==> config.mk <==
export PLATFORM = sky130hd
export DESIGN_NAME = opsum_stream_buffer
export DESIGN_NICKNAME = d
export VERILOG_FILES = /design/src/rtl/opsum_pkg.sv /design/src/rtl/opsum_beat_sel.sv /design/src/rtl/opsum_stream_buffer.sv
export SDC_FILE = /design/constraint.sdc
export NUM_CORES = 2
export LEC_CHECK = 0
export ABC_AREA = 1
export CORE_AREA = 5 5 425 427
export DETAILED_ROUTE_END_ITERATION = 6
export DIE_AREA = 0 0 430 432
export DONT_BUFFER_PORTS = 1
export GPL_ROUTABILITY_DRIVEN = 0
export HOLD_SLACK_MARGIN = 0.02
export PLACE_DENSITY = 0.69
export SYNTH_ARGS = -nofsm -noshare
export SYNTH_HDL_FRONTEND = slang
export SYNTH_SLANG_ARGS = --single-unit
export TNS_END_PERCENT = 20
==> constraint.sdc <==
create_clock -name clk -period 27.9 [get_ports clk]
set_input_delay 6.975 -clock clk [delete_from_list [all_inputs] [get_ports clk]]
set_output_delay 6.975 -clock clk [all_outputs]
set_load 0.02 [all_outputs]
==> src/rtl/opsum_pkg.sv <==
// rtl/opsum_pkg.sv - shared defaults, beat geometry helpers and drain FSM states for the opsum stream buffer
package opsum_pkg;

  localparam int ROW_NUM_DEF = 32;
  localparam int DEPTH_DEF   = 4;
  localparam int DATA_W_DEF  = 16;
  localparam int BUS_W_DEF   = 32;

  typedef enum logic {
    ST_IDLE   = 1'b0,
    ST_STREAM = 1'b1
  } drain_state_e;

  function automatic int lanes_per_beat(input int bus_w, input int data_w);
    return bus_w / data_w;
  endfunction

  function automatic int beats_per_entry(input int row_num, input int bus_w, input int data_w);
    return row_num / lanes_per_beat(bus_w, data_w);
  endfunction

  // Index width that stays at least one bit for single-element ranges
  function automatic int idx_width(input int n);
    return (n > 1) ? $clog2(n) : 1;
  endfunction

endpackage

==> src/rtl/opsum_beat_sel.sv <==
// rtl/opsum_beat_sel.sv - combinational beat/lane mux of one stored entry; OPSUM_RELU_EN clamps negative lanes to zero
module opsum_beat_sel
  import opsum_pkg::*;
#(
  parameter int ROW_NUM = ROW_NUM_DEF,
  parameter int DATA_W  = DATA_W_DEF,
  parameter int BUS_W   = BUS_W_DEF,
  parameter int BEAT_W  = 4
) (
  input  logic [ROW_NUM*DATA_W-1:0] entry_i,
  input  logic [BEAT_W-1:0]         beat_i,
  input  logic                      valid_i,
  output logic [BUS_W-1:0]          data_o
);

  localparam int L = lanes_per_beat(BUS_W, DATA_W);

  logic [DATA_W-1:0] lane;

  always_comb begin
    data_o = '0;
    lane   = '0;
    if (valid_i) begin
      for (int k = 0; k < L; k++) begin
        lane = entry_i[(int'(beat_i) * L + k) * DATA_W +: DATA_W];
`ifdef OPSUM_RELU_EN
        if (lane[DATA_W-1]) lane = '0;
`else
        lane = lane;
`endif
        data_o[k*DATA_W +: DATA_W] = lane;
      end
    end
  end

endmodule

==> src/rtl/opsum_stream_buffer.sv <==
// rtl/opsum_stream_buffer.sv - circular buffer of reducer entries drained as BUS_W beats to the GLB; OPSUM_RELU_EN enables lane ReLU
module opsum_stream_buffer
  import opsum_pkg::*;
#(
  parameter int ROW_NUM = ROW_NUM_DEF,
  parameter int DEPTH   = DEPTH_DEF,
  parameter int DATA_W  = DATA_W_DEF,
  parameter int BUS_W   = BUS_W_DEF
) (
  input  logic                         clk,
  input  logic                         reset,
  input  logic                         flush,
  input  logic                         wr_valid,
  output logic                         wr_ready,
  input  logic [ROW_NUM*DATA_W-1:0]    wr_data,
  output logic                         rd_valid,
  input  logic                         rd_ready,
  output logic [BUS_W-1:0]             rd_data,
  output logic                         rd_last,
  output logic [$clog2(DEPTH+1)-1:0]   level,
  output logic                         full,
  output logic                         empty,
  output logic                         overflow_err
);

  localparam int B      = beats_per_entry(ROW_NUM, BUS_W, DATA_W);
  localparam int BEAT_W = idx_width(B);
  localparam int PTR_W  = idx_width(DEPTH);
  localparam int LVL_W  = $clog2(DEPTH + 1);

  logic [ROW_NUM*DATA_W-1:0] mem_q [DEPTH];

  logic [PTR_W-1:0]  wr_ptr_q, wr_ptr_d;
  logic [PTR_W-1:0]  rd_ptr_q, rd_ptr_d;
  logic [BEAT_W-1:0] beat_q, beat_d;
  logic [LVL_W-1:0]  level_q, level_d;
  logic              ovf_q, ovf_d;
  drain_state_e      state_q, state_d;

  logic push, pop;

  assign full         = (level_q == LVL_W'(DEPTH));
  assign empty        = (level_q == '0);
  assign wr_ready     = !full;
  assign level        = level_q;
  assign overflow_err = ovf_q;
  assign rd_valid     = (state_q == ST_STREAM);
  assign rd_last      = rd_valid && (beat_q == BEAT_W'(B - 1));
  assign push         = wr_valid && !full;
  assign pop          = rd_valid && rd_ready && rd_last;

  always_comb begin
    wr_ptr_d = wr_ptr_q;
    rd_ptr_d = rd_ptr_q;
    beat_d   = beat_q;
    level_d  = level_q;
    ovf_d    = ovf_q | (wr_valid && full);
    state_d  = state_q;
    if (flush) begin
      wr_ptr_d = '0;
      rd_ptr_d = '0;
      beat_d   = '0;
      level_d  = '0;
      ovf_d    = 1'b0;
      state_d  = ST_IDLE;
    end else begin
      if (push) wr_ptr_d = (wr_ptr_q == PTR_W'(DEPTH - 1)) ? '0 : wr_ptr_q + 1'b1;
      if (rd_valid && rd_ready) begin
        if (rd_last) begin
          beat_d   = '0;
          rd_ptr_d = (rd_ptr_q == PTR_W'(DEPTH - 1)) ? '0 : rd_ptr_q + 1'b1;
        end else begin
          beat_d = beat_q + 1'b1;
        end
      end
      case ({push, pop})
        2'b10:   level_d = level_q + 1'b1;
        2'b01:   level_d = level_q - 1'b1;
        default: level_d = level_q;
      endcase
      // Draining continues whenever an entry remains, including a push that refills on the final pop
      state_d = (level_d != '0) ? ST_STREAM : ST_IDLE;
    end
  end

  always_ff @(posedge clk or negedge reset) begin
    if (!reset) begin
      wr_ptr_q <= '0;
      rd_ptr_q <= '0;
      beat_q   <= '0;
      level_q  <= '0;
      ovf_q    <= 1'b0;
      state_q  <= ST_IDLE;
    end else begin
      wr_ptr_q <= wr_ptr_d;
      rd_ptr_q <= rd_ptr_d;
      beat_q   <= beat_d;
      level_q  <= level_d;
      ovf_q    <= ovf_d;
      state_q  <= state_d;
    end
  end

  always_ff @(posedge clk) begin
    if (push && !flush) mem_q[wr_ptr_q] <= wr_data;
  end

  opsum_beat_sel #(
    .ROW_NUM (ROW_NUM),
    .DATA_W  (DATA_W),
    .BUS_W   (BUS_W),
    .BEAT_W  (BEAT_W)
  ) u_beat_sel (
    .entry_i (mem_q[rd_ptr_q]),
    .beat_i  (beat_q),
    .valid_i (rd_valid),
    .data_o  (rd_data)
  );

endmodule

==> summary.txt <==
# setup viols final = 0
Hold Violations, Final = 0
max-slew headroom at the worst pin = 23.9%
leak pwr = 38.6 nW
final net count = 8653
outcome = complete, no violations
reg2reg path depth = 9
top cells by count, synth = 3109 x nand2_1, 2048 x edfxtp_1, 966 x inv_1, 880 x nand3_1, 498 x nor2_1
Post-Route WL = 252 mm
post-synthesis register bit count = 2061
Yosys warnings = 0
Pre-Repair DR Iteration Count = 6
Switching Share = 24.2%
vias in the first global route = 52900
RSZ-0062 raised after global routing = no
crit path kind = flop to output port
CTS Buf Count = 207
FMAX = 0.0740 GHz
core area = 176000 sq um
largest net degree at the start of global routing = 222
CP max stage cell = buf_4
initial antenna violation count = 22
Reg-to-Reg Start = level[1]
crit-path max FO = 221
most used cell along the critical path = nand2_1
TritonCTS clock tree = yes
max_cap viols = 0
Total Power = 0.00687 W
post-synth top area cell = edfxtp_1
Place WS = 15340 ps
Worst R2R End = mem_q[2][429]
Min-Delay Path Class = flop to flop
Worst IR Drop VDD = 0.0000604 V
Slew @ Worst Pin = 1140 ps
final antenna-violating net count = 0
drc violations = 0
Hold Path Stages = 1
Rows = 154
Internal Power = 0.00521 W
Synth Flop Type = edfxtp_1
CP endpoint = rd_data[4]
I/O Buffers = 0
CTS sink count = 2061
Routed wire per std cell = 23.5 um
top-count cell post-synth = nand2_1
Post-CTS Hold Fix Bufs = 0
Distinct cells, synth = 31
CP cell instances = inv_16 > buf_4 > buf_4 > buf_4 > nand2_1 > nand2_1 > nand2_1 > nand3_1 > nand3_1 > nand2_1 > nand2_1 > nand2_1 > inv_1 > a21oi_1
part of the Yosys area used for sequential elements = 70.5%
Ports = 558
clock group share of total power = 39.7%
Avg Inst Size Synth = 10.6 sq um
Post-CTS Resized = 0
Max Root-Sink Buffers = 3
Final Worst Setup Slack = 14380 ps
share of cells above drive strength 1 = 4.88%
Mapped Area = 87600 sq um
Clock Pin Slew Worst Setup and Hold Paths = 60 ps
Mapped Nets = 8795
delay of the slowest critical-path stage = 850 ps
Die Wd = 430 um
DIE AREA = 186000 sq um
Worst Path Required = 20920 ps
Fill cells = 14600
placed wire-length estimate = 159 mm
Startpoint Class = flop
crit path capture type = output port
Clock Latency Late Sink = 860 ps
sequential fraction of design power = 51.6%
vias per cell = 5.38
Area growth syn-to-layout = 9.29%
GRT Total Usage = 26.3%
Vias = 57600
Final Slew Violations = 0
Initial Utilization = 49.9%
CTS Root Buffer Type = clkbuf_16
critical path launch point = rd_ptr_q[0]
H-tree Lvls = 4
reg2reg setup slack = 21720 ps
post-CTS setup buffer count = 0
fin crit period = 13520 ps
top cells by area, synth = edfxtp_1 70%, nand2_1 13%, nand3_1 5.0%, inv_1 4.1%, nor2_1 2.1%
Die H = 432 um
first-pass GRT wire length = 360 mm
share of synthesized flip-flops with an asynchronous set or reset = 0.631%
Final Cycle Share = 48.5%
share of the synthesized area in the top cell type = 70.2%
Final Skew = 45.2 ps
Net Switching = 0.00166 W
combinational share of power = 8.8%
Post-synth EDFFs = 2048
Mapped Cells = 8270
crit path DAT = 6550 ps
Starting DRT DRC Count = 6503
Power Dens Cells = 71.8 nW/um^2
gr ovfl total = 0
==> through the flow <==
step	instances	setup TNS, ps	instance area [sq um]	hold WS [ps]	utilization [%]
detailed placement	10300	0	88900	475	50.6
global placement	10300	0	88900	479	50.6
floorplan	8270	-4414490	87600	580	-
finish	10700	0	95800	489	54.5
global route	10700	0	95800	507	54.5
CTS	10600	0	95600	484	54.4
==> area by class of cell <==
| cell class | count | area [sq um] | share of cell area, % |
|---|---|---|---|
| multi-input cells | 4809 | 19800 | 20.6 |
| diodes | 65 | 163 | 0.170 |
| inverters | 970 | 3670 | 3.84 |
| well taps | 2340 | 2930 | 3.06 |
| repair buffers | 79 | 731 | 0.763 |
| clock buffers | 253 | 5400 | 5.63 |
| flip-flops and latches | 2061 | 61800 | 64.6 |
| clock inverters | 131 | 1290 | 1.35 |
==> cells in the final DEF, fill, tap and decap left out, types with 11 or more instances in the layout <==
master,count
a21oi_1,70
buf_12,11
buf_4,68
bufinv_16,19
clkbuf_1,44
clkbuf_16,209
clkinv_1,49
clkinv_2,41
diode_2,65
edfxtp_1,2048
inv_1,964
nand2_1,3109
nand3_1,880
nor2_1,493
o211ai_1,17
o21ai_0,184
or2_2,18
==> critical path: cells and delay by family (launching register included) <==
family	cells	cell delay, ps
flops	1	830
compound gates	1	530
buf+inv	5	3260
simple gates	8	870
==> worst min-delay path by stage <==
stage	slack [ps]	start	end
after floorplan	580	wr_ptr_q[1]	wr_ptr_q[1]
after global placement	480	beat_q[2]	beat_q[2]
after detailed placement	480	beat_q[2]	beat_q[2]
after CTS	480	beat_q[2]	beat_q[2]
after global routing	510	beat_q[2]	beat_q[2]
final	490	beat_q[2]	beat_q[2]
==> routing by layer <==
layer	global-route usage, %	vias up	routed length [um]
li1	-	26700	-
met1	34.4	27600	96900
met2	39.6	2720	114000
met3	6.88	492	23900
met4	16.2	0	17100
met5	0	-	0
==> power groups by stage <==
stage                     clock network (W)  registers [W]  logic (W)
after floorplan                           0        0.00369   0.000410
after global placement                    0        0.00361   0.000591
after detailed placement                  0        0.00361   0.000599
after CTS                           0.00277        0.00354   0.000603
after global routing                0.00291        0.00355   0.000659
final                               0.00273        0.00354   0.000603
==> state kept, by name, indices dropped and copies added (netlist names) <==
name,count
beat_q,4
rd_valid,1
wr_ptr_q,2
rd_ptr_q,2
mem_q,2048
level,3
overflow_err,1
==> logic make-up after synthesis <==
group / share of synthesized area, %
AOI/OAI and AO/OA: 1.67
xor gates and xnor gates: 0.0200
adders and majority gates: 0.123
buffers and inverters: 6.95
DFF: 70.5
muxes: 0.0114
and+or+nand+nor: 20.7
Power figures use the tool's default switching activity.
